File: src/rtl/sha1_msg_schedule_if.sv
// Handshake bundle between the message source, the SHA-1 schedule block and the round core.
// The master side is the message source / round core; the slave side is the schedule block.
interface sha1_msg_schedule_if;
  logic        in_valid;
  logic        in_ready;
  logic [31:0] in_word;
  logic        out_valid;
  logic        out_ready;
  logic [31:0] out_word;
  logic [6:0]  out_t;
  logic        out_last;
  logic        busy;

  modport master (
    output in_valid, in_word, out_ready,
    input  in_ready, out_valid, out_word, out_t, out_last, busy
  );

  modport slave (
    input  in_valid, in_word, out_ready,
    output in_ready, out_valid, out_word, out_t, out_last, busy
  );
endinterface

File: src/rtl/sha1_msg_schedule.sv
// SHA-1 message schedule: loads 16 words M0..M15, then streams W[0..79] to the round core
// using a 16-entry circular buffer that is overwritten in place as new words are produced.
module sha1_msg_schedule (
  input logic                clk,
  input logic                rst,
  sha1_msg_schedule_if.slave sched_io
);

  typedef enum logic {StLoad, StEmit} state_e;

  state_e      state_q;
  logic [3:0]  ld_cnt_q;
  logic [6:0]  t_q;
  logic [31:0] buf_q [16];

  logic [3:0]  idx, idx_m3, idx_m8, idx_m14;
  logic [31:0] mix, w_new, w_cur;
  logic        in_xfer, out_xfer;

  always_comb begin
    idx     = t_q[3:0];
    // Slot (t-16) mod 16 is the slot of t itself, so it is read before being overwritten.
    idx_m3  = idx - 4'd3;
    idx_m8  = idx - 4'd8;
    idx_m14 = idx - 4'd14;
    mix     = buf_q[idx_m3] ^ buf_q[idx_m8] ^ buf_q[idx_m14] ^ buf_q[idx];
    w_new   = {mix[30:0], mix[31]};
    w_cur   = (t_q < 7'd16) ? buf_q[idx] : w_new;
    in_xfer  = sched_io.in_valid && (state_q == StLoad);
    out_xfer = sched_io.out_ready && (state_q == StEmit);
  end

  always_ff @(posedge clk or posedge rst) begin
    if (rst) begin
      state_q  <= StLoad;
      ld_cnt_q <= 4'd0;
      t_q      <= 7'd0;
      for (int i = 0; i < 16; i++) begin
        buf_q[i] <= 32'h0;
      end
    end else begin
      case (state_q)
        StLoad: begin
          if (in_xfer) begin
            buf_q[ld_cnt_q] <= sched_io.in_word;
            ld_cnt_q        <= ld_cnt_q + 4'd1;
            if (ld_cnt_q == 4'd15) begin
              state_q <= StEmit;
              t_q     <= 7'd0;
            end
          end
        end
        StEmit: begin
          if (out_xfer) begin
            if (t_q >= 7'd16) begin
              buf_q[idx] <= w_new;
            end
            if (t_q == 7'd79) begin
              state_q <= StLoad;
              t_q     <= 7'd0;
            end else begin
              t_q <= t_q + 7'd1;
            end
          end
        end
        default: state_q <= StLoad;
      endcase
    end
  end

  assign sched_io.in_ready  = (state_q == StLoad);
  assign sched_io.out_valid = (state_q == StEmit);
  assign sched_io.out_word  = w_cur;
  assign sched_io.out_t     = t_q;
  assign sched_io.out_last  = (state_q == StEmit) && (t_q == 7'd79);
  assign sched_io.busy      = (state_q == StEmit);

endmodule

File: src/flat_wrapper.sv
// flat-port wrapper written by rule: the top's interface ports become plain ports
module sha1_msg_schedule_flat 
  (clk, rst, sched_io_in_valid, sched_io_in_word, sched_io_out_ready, sched_io_in_ready, sched_io_out_valid, sched_io_out_word, sched_io_out_t, sched_io_out_last, sched_io_busy);
  sha1_msg_schedule_if sched_io_i ();
  input logic clk;
  input logic rst;
  input wire logic [$bits(sched_io_i.in_valid)-1:0] sched_io_in_valid;
  input wire logic [$bits(sched_io_i.in_word)-1:0] sched_io_in_word;
  input wire logic [$bits(sched_io_i.out_ready)-1:0] sched_io_out_ready;
  output wire logic [$bits(sched_io_i.in_ready)-1:0] sched_io_in_ready;
  output wire logic [$bits(sched_io_i.out_valid)-1:0] sched_io_out_valid;
  output wire logic [$bits(sched_io_i.out_word)-1:0] sched_io_out_word;
  output wire logic [$bits(sched_io_i.out_t)-1:0] sched_io_out_t;
  output wire logic [$bits(sched_io_i.out_last)-1:0] sched_io_out_last;
  output wire logic [$bits(sched_io_i.busy)-1:0] sched_io_busy;
  assign sched_io_i.in_valid = sched_io_in_valid;
  assign sched_io_i.in_word = sched_io_in_word;
  assign sched_io_i.out_ready = sched_io_out_ready;
  assign sched_io_in_ready = sched_io_i.in_ready;
  assign sched_io_out_valid = sched_io_i.out_valid;
  assign sched_io_out_word = sched_io_i.out_word;
  assign sched_io_out_t = sched_io_i.out_t;
  assign sched_io_out_last = sched_io_i.out_last;
  assign sched_io_busy = sched_io_i.busy;
  sha1_msg_schedule u_core (.clk(clk), .rst(rst), .sched_io(sched_io_i));
endmodule
File: config.mk
export PLATFORM = sky130hd
export DESIGN_NAME = sha1_msg_schedule_flat
export DESIGN_NICKNAME = d
export VERILOG_FILES = /design/src/rtl/sha1_msg_schedule_if.sv /design/src/rtl/sha1_msg_schedule.sv /design/src/flat_wrapper.sv
export SDC_FILE = /design/constraint.sdc
export NUM_CORES = 2
export LEC_CHECK = 0
export CORE_ASPECT_RATIO = 0.75
export CORE_MARGIN = 8
export CORE_UTILIZATION = 50
export DETAILED_ROUTE_END_ITERATION = 7
export PLACE_DENSITY_LB_ADDON = 0.12
export SLEW_MARGIN = 5
export SYNTH_ARGS = -nofsm -noshare
export SYNTH_HDL_FRONTEND = slang
export SYNTH_SLANG_ARGS = --single-unit
File: constraint.sdc
create_clock -name clk -period 48.2 [get_ports clk]
set_clock_uncertainty 0.2 [all_clocks]
set_input_delay 12.05 -clock clk [delete_from_list [all_inputs] [get_ports clk]]
set_output_delay 12.05 -clock clk [all_outputs]
set_load 0.1 [all_outputs]
==> metrics.txt <==
clock latency on the worst-skew pair=0.65 ns; Die X=331 µm; DRC violations left=0; first-pass GRT wire length=218000 µm; Final ANT Viol Nets=0; final hold vios=0; FMAX=50.6 MHz; post-synthesis cell type count=42; setup_tns=0 ns; filler cell count=6232; most used cell along the critical path=buf_4; Worst Hold Class=flop to flop; Worst path max stage delay=1.03 ns; final instance area=0.0402 mm²; postcts setup bufs=0; sequential share of the synthesized area=35.3%; Root Driver=clkbuf_16; Pwr per Cell Area=64.1 mW/mm²; clock transition at the registers of the reported paths=0.06 ns; Avg Cell Area, Syn=10.9 µm²; pre-CTS setup slack=29.05 ns; worst r2r path cells=8; Cells after Synth=3396; row count=86; number of global-route vias before repair=31.8k; largest net degree at the start of global routing=158; reg2reg end=u_core.buf_q[466]; syn_nets=3442; FF-to-FF Start=u_core.sched_io.out_t[0]; total track usage=35.2%; Tcrit/Tclk final=41.0%; layout cell share with drive strength beyond 1=23.8%; crit path from=u_core.sched_io.out_t[0]; total CTS buffers=57; Worst Path Arrival=7.50 ns; clock sinks=524; highest-delay cell along the critical path=clkdlybuf4s50_1; R2R Setup Slk=42.00 ns; Peak VDD IR=0.0406 mV; clock buffer depth=3; CP top delay family=buffers and inverters; Worst Setup Slack, final=28.45 ns; routability cong.=0.876; Critical Path End Type=output port; port bufs=78; critical path type=flop to output port; area grow syn2layout=8.33%; total grt overflow=0; DP HPWL=78300 µm; Hold Buf Count CTS=0; H-tree Lvls=2; Slew Limit Fails=0; Slew HR=17.5%; Synth Warn #=0; commonest non-fill, non-tap cells in the layout=nand2_1, dfrtp_1, o221ai_1; IO Count=79; via count=32.5k; worst setup path end=sched_io_out_word[18]; drt wl/cell=35.2 µm; Post-Place Cells=4125; CP cell instances=buf_4, buf_4, buf_4, mux4_2, mux4_2, xnor2_2, xnor2_2, o21ai_0, clkdlybuf4s50_1; critical path required time=35.95 ns; hold_ws=0.336 ns; Core Region=0.0735 mm²; CTS resizes=0; via/cell ratio=7.69; dpl cell area=0.0382 mm²; fin cells=4232; Crit Path Max Fanout=58; unrepaired setup endpoints after global routing=no; initial antenna violation count=3; FF+latch count, synth=524; Cell Area, Synth=0.0371 mm²; most common cell after layout, fill and taps aside=nand2_1; min Tclk post-route=19.75 ns; drt pass-1 iters=8; outcome=complete, no violations; max-capacitance violation count=0; Die H=252 µm; fin util=54.7%; Worst-Margin Slew=1.24 ns; total wire length=149000 µm; CTS tree=done; Leak=14.8 nW; final net count=3262; Starting Density=50.5%; Die ar.=0.0833 mm²; number of diodes=0; crit start category=flop; Final setup violation count=0; WP buf/inv=4; initial DRC count=5365; Final Power=2.58 mW; Crit path depth=9
-- worst min-delay path, delay by kind of cell (launching register included) --
kind / cells / cell delay, ns
and+or+nand+nor: 1 / 0.06
DFF: 1 / 0.38
AOI/OAI and AO/OA: 1 / 0.06
-- power breakdown --
group | leakage, nW | internal [mW] | switching (mW)
Sequential | 7.22 | 0.528 | 0.113
Combinational | 6.58 | 0.514 | 0.938
Clock | 1.01 | 0.281 | 0.204
Total | 14.8 | 1.32 | 1.26
-- metal layers --
metal  up-vias  track usage (%)  wire, µm
met2      2816             50.3     62800
met3       580             13.5     22800
met5         -                0        93
met1     16498             47.3     55200
met4         7             16.0      7980
li1      12645                -         -
-- how the worst min path moves through the flow --
stage | cells past startpoint | slack, ns | startpoint | to
2_1_floorplan | 2 | 0.28 | u_core.buf_q[161] | u_core.buf_q[161]
3_3_place_gp | 2 | 0.30 | u_core.buf_q[164] | u_core.buf_q[164]
3_5_place_dp | 2 | 0.31 | u_core.buf_q[240] | u_core.buf_q[240]
4_1_cts | 2 | 0.33 | u_core.buf_q[240] | u_core.buf_q[240]
5_1_grt | 2 | 0.36 | u_core.buf_q[128] | u_core.buf_q[128]
6_report | 2 | 0.34 | u_core.buf_q[491] | u_core.buf_q[491]
-- state kept, by name, summed over array words and instances, names as in the netlist --
| name | flops |
|---|---|
| u_core.sched_io.busy | 1 |
| u_core.buf_q | 512 |
| u_core.sched_io.out_t | 7 |
| u_core.ld_cnt_q | 4 |
-- cell type report --
cell class / count / area (µm²) / area share, %
inverter: 8 / 40.0 / 0.0996
tap: 968 / 1210 / 3.01
clock buffer: 82 / 1730 / 4.31
clock inverter: 25 / 290 / 0.722
timing repair buffer: 163 / 1430 / 3.56
sequential: 524 / 13100 / 32.6
multi-input combinational: 2462 / 22400 / 55.7
-- synthesized netlist by cell type (all sizes together) --
master | n | area (µm²)
a22oi | 32 | 240
a211oi | 1 | 7.51
buf | 124 | 749
a21oi | 10 | 50.1
nand2 | 1121 | 4210
a22o | 2 | 17.5
or2 | 1 | 6.26
o22ai | 1 | 6.26
ha | 10 | 125
and3 | 8 | 50.1
nor3b | 1 | 7.51
inv | 5 | 18.8
xor2 | 30 | 263
o2bb2ai | 14 | 123
nor3 | 2 | 10.0
nand3 | 3 | 15.0
mux4 | 450 | 10100
nor4 | 1 | 6.26
o221ai | 480 | 4290
nand2b | 3 | 18.8
nand4 | 2 | 12.5
dfrtp | 524 | 13100
xnor2 | 82 | 1180
and2 | 14 | 87.6
clkinv | 3 | 11.3
o211ai | 28 | 210
nor4b | 1 | 8.76
clkbuf | 278 | 1040
nor2 | 8 | 30.0
or3 | 1 | 6.26
nor2b | 38 | 238
o21ai | 71 | 355
mux2i | 41 | 410
mux2 | 6 | 67.6
-- kinds of logic (layout without fill, tap and decap cells) --
kind of cell / Yosys count / count (layout) / synth area share (%)
muxes: 497 / 497 / 28.6
DFF: 524 / 524 / 35.3
AOI/OAI and AO/OA: 639 / 639 / 14.3
adders and majority gates: 10 / 10 / 0.337
and+or+nand+nor: 1204 / 1204 / 12.7
buffers and inverters: 410 / 278 / 4.91
xor gates and xnor gates: 112 / 112 / 3.90
(Power assumes the default switching activity.)
